<file path="src/rtl/const_block_arbiter_pkg.sv">
// Shared types and helpers for the constant-block arbiter.
// The build macro CONST_ARB_MSB_FIRST_EN (see const_block_arbiter) selects the address direction.
package const_arb_pkg;

  localparam int REGISTER_SIZE_DEFAULT = 32;
  localparam int NUM_BLOCKS_DEFAULT    = 128;
  localparam int BLOCK_IDX_W           = $clog2(NUM_BLOCKS_DEFAULT);
  localparam int MAX_REQ               = 8;

  typedef logic [REGISTER_SIZE_DEFAULT-1:0] block_t;

  typedef enum logic {
    IDLE,
    STREAM
  } state_t;

  // Circular search: first set request at or after ptr, wrapping at n.
  function automatic logic [2:0] rr_pick(input logic [MAX_REQ-1:0] req,
                                         input logic [2:0]         ptr,
                                         input logic [3:0]         n);
    logic       found;
    logic [3:0] idx;
    rr_pick = ptr;
    found   = 1'b0;
    for (int i = 0; i < MAX_REQ; i++) begin
      idx = {1'b0, ptr} + 4'(i);
      if (idx >= n) idx = idx - n;
      if (!found && (4'(i) < n) && req[idx[2:0]]) begin
        rr_pick = idx[2:0];
        found   = 1'b1;
      end
    end
  endfunction

endpackage

</file>
<file path="src/rtl/const_block_arbiter_skid_fifo.sv">
// Two-entry skid FIFO holding store read data plus its last-block tag.
// The head entry is the registered output; the second entry absorbs one in-flight read.
module block_skid_fifo #(
  parameter int DATA_W = 32
) (
  input  logic              clk,
  input  logic              rst,
  input  logic              push,
  input  logic              pop,
  input  logic [DATA_W-1:0] wr_data,
  input  logic              wr_last,
  output logic [DATA_W-1:0] rd_data,
  output logic              rd_last,
  output logic [1:0]        count,
  output logic              valid
);

  logic [DATA_W-1:0] skid_data;
  logic              skid_last;
  logic              take;

  always_comb begin
    valid = (count != 2'd0);
    take  = pop & valid;
  end

  always_ff @(posedge clk) begin
    if (rst) begin
      count   <= 2'd0;
      rd_data <= '0;
      rd_last <= 1'b0;
    end else begin
      case ({push, take})
        2'b10: begin
          if (count == 2'd0) begin
            rd_data <= wr_data;
            rd_last <= wr_last;
          end
          count <= count + 2'd1;
        end
        2'b01: begin
          if (count == 2'd2) begin
            rd_data <= skid_data;
            rd_last <= skid_last;
          end
          count <= count - 2'd1;
        end
        2'b11: begin
          if (count == 2'd1) begin
            rd_data <= wr_data;
            rd_last <= wr_last;
          end else begin
            rd_data <= skid_data;
            rd_last <= skid_last;
          end
        end
        default: ;
      endcase
    end
  end

  // Second entry carries data only; occupancy alone says whether it is meaningful.
  always_ff @(posedge clk) begin
    if (push && (((count == 2'd1) && !take) || ((count == 2'd2) && take))) begin
      skid_data <= wr_data;
      skid_last <= wr_last;
    end
  end

endmodule

</file>
<file path="src/rtl/const_block_arbiter.sv">
// Round-robin arbiter sharing one single-port constant store between NUM_REQ block streams.
// Define CONST_ARB_MSB_FIRST_EN to issue addresses NUM_BLOCKS-1 down to 0.
module const_block_arbiter
  import const_arb_pkg::*;
#(
  parameter int REGISTER_SIZE = REGISTER_SIZE_DEFAULT,
  parameter int NUM_BLOCKS    = NUM_BLOCKS_DEFAULT,
  parameter int NUM_REQ       = 2
) (
  input  logic                          clk_in,
  input  logic                          rst_in,
  input  logic [NUM_REQ-1:0]            req_in,
  output logic [NUM_REQ-1:0]            grant_out,
  output logic                          rom_rd_out,
  output logic [$clog2(NUM_BLOCKS)-1:0] rom_addr_out,
  input  logic [REGISTER_SIZE-1:0]      rom_data_in,
  output logic [REGISTER_SIZE-1:0]      data_out,
  output logic [NUM_REQ-1:0]            valid_out,
  input  logic [NUM_REQ-1:0]            ready_in,
  output logic                          last_out,
  output logic                          busy_out
);

  localparam int IDX_W = $clog2(NUM_BLOCKS);
  localparam int CNT_W = IDX_W + 1;
  localparam int REQ_W = $clog2(NUM_REQ);
  localparam logic [IDX_W-1:0] LAST_IDX = IDX_W'(NUM_BLOCKS - 1);

`ifdef CONST_ARB_MSB_FIRST_EN
  localparam logic [IDX_W-1:0] ADDR_START = LAST_IDX;
`else
  localparam logic [IDX_W-1:0] ADDR_START = '0;
`endif

  state_t             state;
  logic [REQ_W-1:0]   gidx;
  logic [REQ_W-1:0]   rr_ptr;
  logic [REQ_W-1:0]   pick;
  logic [2:0]         pick_full;
  logic [CNT_W-1:0]   rd_cnt;
  logic [IDX_W-1:0]   addr;
  logic               vld_p1;
  logic               last_p1;

  logic [1:0]         fifo_cnt;
  logic               fifo_valid;
  logic               fifo_last;
  logic               owner_ready;
  logic               pop;
  logic               rd;
  logic               last_hs;
  logic [2:0]         credit;
  logic [2:0]         limit;

  always_comb begin
    pick_full   = rr_pick(MAX_REQ'(req_in), 3'(rr_ptr), 4'(NUM_REQ));
    pick        = pick_full[REQ_W-1:0];
    owner_ready = |(grant_out & ready_in);
    pop         = fifo_valid & owner_ready;
    last_hs     = pop & fifo_last;
    // A block leaving this cycle frees a slot for a read issued this cycle.
    credit      = {1'b0, fifo_cnt} + {2'b00, vld_p1};
    limit       = 3'd2 + {2'b00, pop};
    rd          = (state == STREAM) && (rd_cnt < CNT_W'(NUM_BLOCKS)) && (credit < limit);
    rom_rd_out   = rd;
    rom_addr_out = addr;
    valid_out    = grant_out & {NUM_REQ{fifo_valid}};
    last_out     = fifo_last & fifo_valid;
  end

  always_ff @(posedge clk_in) begin
    if (rst_in) begin
      state     <= IDLE;
      grant_out <= '0;
      busy_out  <= 1'b0;
      gidx      <= '0;
      rr_ptr    <= '0;
      rd_cnt    <= '0;
      addr      <= '0;
      vld_p1    <= 1'b0;
      last_p1   <= 1'b0;
    end else begin
      // p0 -> p1: store read issued, data returns next cycle
      vld_p1  <= rd;
      last_p1 <= rd && (rd_cnt == CNT_W'(NUM_BLOCKS - 1));
      case (state)
        IDLE: begin
          if (|req_in) begin
            gidx      <= pick;
            grant_out <= NUM_REQ'(1) << pick;
            busy_out  <= 1'b1;
            rd_cnt    <= '0;
            addr      <= ADDR_START;
            state     <= STREAM;
          end
        end
        STREAM: begin
          if (rd) begin
            rd_cnt <= rd_cnt + CNT_W'(1);
            if (rd_cnt != CNT_W'(NUM_BLOCKS - 1)) begin
`ifdef CONST_ARB_MSB_FIRST_EN
              addr <= addr - IDX_W'(1);
`else
              addr <= addr + IDX_W'(1);
`endif
            end
          end
          if (last_hs) begin
            grant_out <= '0;
            busy_out  <= 1'b0;
            rr_ptr    <= (gidx == REQ_W'(NUM_REQ - 1)) ? '0 : gidx + REQ_W'(1);
            state     <= IDLE;
          end
        end
        default: state <= IDLE;
      endcase
    end
  end

  // p1 -> p2: returned data captured into the skid FIFO head
  block_skid_fifo #(
    .DATA_W (REGISTER_SIZE)
  ) u_fifo (
    .clk     (clk_in),
    .rst     (rst_in),
    .push    (vld_p1),
    .pop     (pop),
    .wr_data (rom_data_in),
    .wr_last (last_p1),
    .rd_data (data_out),
    .rd_last (fifo_last),
    .count   (fifo_cnt),
    .valid   (fifo_valid)
  );

endmodule

</file>
<file path="config.mk">
export PLATFORM = sky130hd
export DESIGN_NAME = const_block_arbiter
export DESIGN_NICKNAME = d
export VERILOG_FILES = /design/src/rtl/const_block_arbiter_pkg.sv /design/src/rtl/const_block_arbiter_skid_fifo.sv /design/src/rtl/const_block_arbiter.sv
export SDC_FILE = /design/constraint.sdc
export NUM_CORES = 1
export LEC_CHECK = 0
export CORE_ASPECT_RATIO = 1.2
export CORE_UTILIZATION = 45
export CTS_BUF_LIST = sky130_fd_sc_hd__clkbuf_16
export DETAILED_ROUTE_END_ITERATION = 10
export GPL_TIMING_DRIVEN = 0
export MAX_ROUTING_LAYER = met4
export PLACE_DENSITY = 0.75
export RECOVER_POWER = 100
export SLEW_MARGIN = 20
export SYNTH_ARGS = -nofsm -noshare
export SYNTH_HDL_FRONTEND = slang
export SYNTH_HIERARCHICAL = 1
export SYNTH_SLANG_ARGS = --single-unit
</file>
<file path="constraint.sdc">
create_clock -name clk_in -period 4.2 [get_ports clk_in]
set_input_delay 0.84 -clock clk_in [delete_from_list [all_inputs] [get_ports clk_in]]
set_output_delay 0.84 -clock clk_in [all_outputs]
set_load 0.02 [all_outputs]
</file>
Yosys cells after proc, flatten, opt, wreduce, memory -nomap -nowiden:

Cells that the tools add are included.
W data, S select, Z words.

* register bits after elaboration: 91
* bits of input ports: 38
* output and inout bits: 46
* logic and storage cells: 108

* add/sub/neg operators: 10
* $lt $le $gt $ge: 6
* eq/ne operators: 13
* shift-type cells: 1
* multiplexer cells: 35
* bitwise operators: 7
* reduce and logical (&&, ||, !) cells: 22

Operator list (count)
* $mux W32: 3
* $pmux W32 S3: 1
* $mux W7: 3
* $mux W8: 2
* $pmux W8 S2: 1
* $pmux W7 S2: 1
* $mux W1: 13
* $ne A2 B1 Y1 const B: 5
* $add A8 B1 Y8 const B: 1
* $eq A8 B7 Y1 const B: 1
* $lt A3 B4 Y1 const B: 2
* $lt A8 B8 Y1 const B: 1
* $ne A8 B7 Y1 const B: 1
* $pmux W2 S2: 2
* $reduce_and A2 Y1: 4
* $add A7 B1 Y7 const B: 1
* $logic_and A1 B1 Y1: 7
* $bmux W1 S3: 2
* $eq A2 B2 Y1 const B: 3
* $mux W3: 2
* $reduce_and A3 Y1: 2
* $and A1 B1 Y1: 4
* $and A2 B2 Y2: 2
* $eq A2 B1 Y1 const B: 2
* other kinds (23): 28

Longest topological paths before layout:

* depth after elaboration: 11
* depth in mapped cells: 9
* depth with buffers taken out: 8

By module:

The synthesis kept the hierarchy.

By module, submodules not included
* block_skid_fifo: times used 1, cells an instance 241, area an instance 2618.8 um^2, sequential area each 1691.6 um^2
* const_block_arbiter: times used 1, cells an instance 139, area an instance 1222.4 um^2, sequential area each 460.4 um^2

Worst setup path before layout:

No wires, ideal clock.

* path type: input port to flip-flop
* start: input port ready_in[0]
* end: register u_fifo.skid_data[0], enable pin
* library setup time: 0.474 ns
* arrival time: 3.904 ns
* data required time: 3.726 ns
* slack: -0.178 ns
* cell stages on the path: 5
* path through: a22o_1 -> and2_1 -> nor2b_1 -> nand2_1 -> a21boi_0

* word-level cells in the longest chain between the ends: 8
* elaborated cells between the ends (all ways): 9

Ends and longest elaborated chain
* start: declaration: RTL line const_block_arbiter.sv:19 `input logic [NUM_REQ-1:0] ready_in,`
* $and A2 B2 Y2 *: RTL line const_block_arbiter.sv:58 `owner_ready = |(grant_out & ready_in);`
* $reduce_or A2 Y1 *: RTL line const_block_arbiter.sv:58
* $and A1 B1 Y1 *: RTL line const_block_arbiter.sv:59 `pop = fifo_valid & owner_ready;`
* via pop: RTL line const_block_arbiter.sv:49 `logic pop;`
* $and A1 B1 Y1 *: RTL line const_block_arbiter_skid_fifo.sv:24 `take = pop & valid;`
* $logic_not A1 Y1: RTL line const_block_arbiter_skid_fifo.sv:64 `if (push && (((count == 2'd1) && !take) || ((count == 2'd2) && take))) begin`
* $logic_and A1 B1 Y1: RTL line const_block_arbiter_skid_fifo.sv:64
* $logic_or A1 B1 Y1 *: RTL line const_block_arbiter_skid_fifo.sv:64
* $logic_and A1 B1 Y1 *: RTL line const_block_arbiter_skid_fifo.sv:64
* end signal: assignment: RTL line const_block_arbiter_skid_fifo.sv:65 `skid_data <= wr_data;`
* end: declaration: RTL line const_block_arbiter_skid_fifo.sv:18 `logic [DATA_W-1:0] skid_data;`

The timed path passes the listed nets; every way through them passes the cells marked *.
A chain may end at the register's enable or synchronous reset.

Worst setup path after layout:

* start: input port ready_in[0]
* end: register u_fifo.skid_last, enable pin

* word-level cells in the longest chain between the ends: 8
* elaborated cells between the ends (all ways): 9

Ends and longest elaborated chain
* $and A2 B2 Y2 *: RTL line const_block_arbiter.sv:58
* $reduce_or A2 Y1 *: RTL line const_block_arbiter.sv:58
* $and A1 B1 Y1 *: RTL line const_block_arbiter.sv:59
* via pop: RTL line const_block_arbiter.sv:49
* $and A1 B1 Y1 *: RTL line const_block_arbiter_skid_fifo.sv:24
* $logic_not A1 Y1: RTL line const_block_arbiter_skid_fifo.sv:64
* $logic_and A1 B1 Y1: RTL line const_block_arbiter_skid_fifo.sv:64
* $logic_or A1 B1 Y1 *: RTL line const_block_arbiter_skid_fifo.sv:64
* $logic_and A1 B1 Y1 *: RTL line const_block_arbiter_skid_fifo.sv:64
* end signal: assignment: RTL line const_block_arbiter_skid_fifo.sv:66 `skid_last <= wr_last;`
* end: declaration: RTL line const_block_arbiter_skid_fifo.sv:19 `logic skid_last;`

Marked as above.

==> results.md <==
* Clk_lat worst skew at 0.33 ns
* Vias in the first global route at 3,122
* Longest Clk Path Bufs at 2
* Fin crit period at ~3.8 ns
* Fraction of registers with async set/reset at 0
* Netlist Area Pre-Place at around 0.0038 mm2
* Horiz. Die Dim at roughly 86 um
* Sink Count at roughly 90
* Synth Area in XOR/XNOR at 0.00456
* Maximum vdd drop at 0.253 mV
* Cell type with the largest total area after synthesis: dfxtp_1
* CTS buffer count at 9
* Max-Cap Viols at 1
* Gpl congestion at roughly 0.90
* Row cnt at 36
* WP data arrival at a little under 4 ns
* Synth area leaders: dfxtp_1 30%, edfxtp_1 26%, nand2_1 7.5%, a311oi_1 7.1%, nor2_1 4.2%
* EDFF count, synth at 33
* Cell area after layout at between 0.005 and 0.006 mm2
* H-tree lvl count at 3
* Leak at 1.95 nW
* Met3 WL post-DR at about 440 um
* DRT met1 WL at approximately 4.0 mm
* Largest net degree at the start of global routing at 18
* Synth top cells by count: 77 x nand2_1, 58 x dfxtp_1, 43 x nor2_1
* DRT iter0 DRCs at approximately 120
* Register area share after synthesis at 0.560
* Post-DRT Antenna Nets at 0
* Library cells used by synthesis at 55
* HPWL after DPL at around 6.5 mm
* CTS Hold Bufs at 0
* Syn. warnings at 6
* Fmax at 262 MHz
* First-pass GRT wire length at 14.8 mm
* Area post-placement at 0.00485 mm2
* Top routing layer in use: met4
* Largest family of logic cells by synthesized area: simple AND/OR/NAND/NOR gates
* Antenna Cells at 0
* Fraction of synthesized area in multiplexers at 0.00782
* Pwr Total at 0.00215 W
* Die span in y at ~100 um
* Final period utilization at 0.910
* GRT Total Usage at 0.221
* Dpl cells at between 500 and 600
* Post-CTS Resized at 0
* Worst reg2reg path endpoint: u_fifo/skid_last$_DFFE_PP_
* Layout cells sized above 1 at 0.0729
* Power Density at 418 mW/mm2
* Number of fill cells at roughly 700
* Launch point of the worst reg-to-reg path: u_fifo/count[0]$_SDFFE_PP0P_
* Die ar. at 0.00891 mm2
* Fin. max-slew vios at 17
* Final Hold Viols at 0
* Synth Area in Adders at 0.0261
* Wire per inst at 15.3 um
* Worst Setup SP: ready_in[0]
* Fin nets at 521
* Critical path type: input pin to flip-flop
* Violated checks: capacitance limit, slew limit
* CTS Root Cell: clkbuf_16
* Ys flop type: dfxtp_1
* Compound-Gate Fraction of Synth Area at 0.165
* RSZ-0062 raised after global routing: false
* I/O Pins at between 80 and 90
* Worst Path Max Fanout at 17
* Seq cells post-synth at just over 90
* Simple-Gate Fraction of Synth Area at 0.203
* # DRC at 0
* Clock Skew at ~0.011 ns
* Count of buffers inserted at the top-level ports at 83
* Initial Util at 0.469
* Post-Layout Cell Count at 594
* Area Overhead vs Synth at 34.2%
* Pre-Repair DR Iteration Count at 4
* Wirelength, routed at a little over 9 mm
* Crit start category: input pin
* TritonCTS clock tree: built
* Gr ovfl total at 0
* Post-CTS Setup Bufs at 0
* Antenna violations before repair at 0
* Slew HR at -0.249
* Syn nets at ~430
* # setup viols final at 0
* Core area at 0.00820 mm2
* Worst-path clk slew at about 0.070 ns
* Worst setup EP type: flip-flop
* Vias per Instance at approximately 5.5
* Metal2 WL at 4.57 mm
* Crit path capture: u_fifo/skid_last$_DFFE_PP_
* Reg2Reg Setup Slack at 0.64 ns
* Cells after synthesis at 380
* R2R depth at 8
* Worst Tran Pin Value at ~1.9 ns
* Outcome: finished with violations
* Required time worst endpoint at 4.24 ns
* Syn Area/Cell at 10.1 um2
* Hold Path Class: flip-flop to flip-flop
* Vias at approximately 3,200
* Cell with the most instances after synthesis: nand2_1
* Share of the synthesized area in the top cell type at 0.302
-- worst max-delay path: stages --
cell and delay [ns]:
dlygate4sd3_1 0.55, a22o_1 0.19, and2_0 0.28, nor2b_1 0.30, nand2_1 0.10, a21boi_1 1.36
buf_16 0.24
-- worst min path at each step --
| stage | startpoint | end | slack (ns) | depth (start not counted) |
|---|---|---|---|---|
| 5_1_grt | last_p1$_SDFF_PP0_ | u_fifo/skid_last$_DFFE_PP_ | 0.47 | 0 |
| 6_report | last_p1$_SDFF_PP0_ | u_fifo/skid_last$_DFFE_PP_ | 0.44 | 0 |
| 2_1_floorplan | last_p1$_SDFF_PP0_ | u_fifo/skid_last$_DFFE_PP_ | 0.41 | 0 |
| 3_5_place_dp | last_p1$_SDFF_PP0_ | u_fifo/skid_last$_DFFE_PP_ | 0.43 | 0 |
| 4_1_cts | last_p1$_SDFF_PP0_ | u_fifo/skid_last$_DFFE_PP_ | 0.45 | 0 |
| 3_3_place_gp | last_p1$_SDFF_PP0_ | u_fifo/skid_last$_DFFE_PP_ | 0.42 | 0 |
-- cell families (layout without fill, tap and decap cells) --
| group | count (synthesis) | in the layout |
|---|---|---|
| AND/OR/NAND/NOR | 170 | 170 |
| flip-flops | 91 | 91 |
| AO/OA/AOI/OAI | 78 | 78 |
| buffers and inverters | 28 | 128 |
| adder cells (fa/ha/maj) | 8 | 8 |
| multiplexers | 3 | 3 |
| XOR/XNOR | 2 | 2 |
-- power by group --
part           leakage [nW]  internal, W  switching, W
clock network         0.163     0.000528      0.000347
registers             0.771     0.000959     0.0000235
logic                  1.01     0.000127      0.000170
total                  1.95      0.00161      0.000541
-- flip-flops by register name, summed over array words and instances (netlist names), 2 cells and up --
name              flops
u_fifo/rd_data       32
u_fifo/count          2
grant_out             2
u_fifo/skid_data     32
rom_addr_out          7
rd_cnt                8
-- final cells by class --
class                           count  area (um2)  share of cell area
Clock buffer                        9         225              0.0437
Tap cell                          114         143              0.0277
Sequential cell                    91        2150               0.417
Buffer                             23         103              0.0199
Timing Repair Buffer               84         858               0.167
Inverter                            5        18.8             0.00364
Clock inverter                      7        98.8              0.0192
Multi-Input combinational cell    261        1560               0.302
-- placed cells by master (no fill, tap or decap), drive strengths merged, types with 3 or more instances in the layout --
cell and count:
a211oi 3, a21boi 4, a21oi 9, a311oi 31, and2 4, buf 10
clkbuf 23, dfxtp 58, dlygate4sd3 81, edfxtp 33, ha 8, inv 9
mux2i 3, nand2 77, nand2b 3, nand3 11, nand4 8, nor2 43
nor3 5, nor3b 3, o2111ai 7, o211ai 3, o311ai 3, o31ai 4
or3 6
-- per-stage QoR --
step | worst slack [ns] | util | setup TNS [ns] | hold WS, ns
final | 0.380 | 0.629 | 0 | 0.445
after global routing | 0.220 | 0.629 | 0 | 0.470
after CTS | 0.544 | 0.632 | 0 | 0.452
after detailed placement | 0.556 | 0.592 | 0 | 0.434
after global placement | -0.607 | 0.587 | -20.02 | 0.417
after floorplan | 0.723 | - | 0 | 0.408
-- metal layers --
layer,vias to the layer above,GRT usage
met2,96,0.375
met4,0,0.0885
met3,11,0.0357
met5,-,-
li1,1598,-
met1,1533,0.263
No activity file was read; power rests on OpenSTA's default activity.
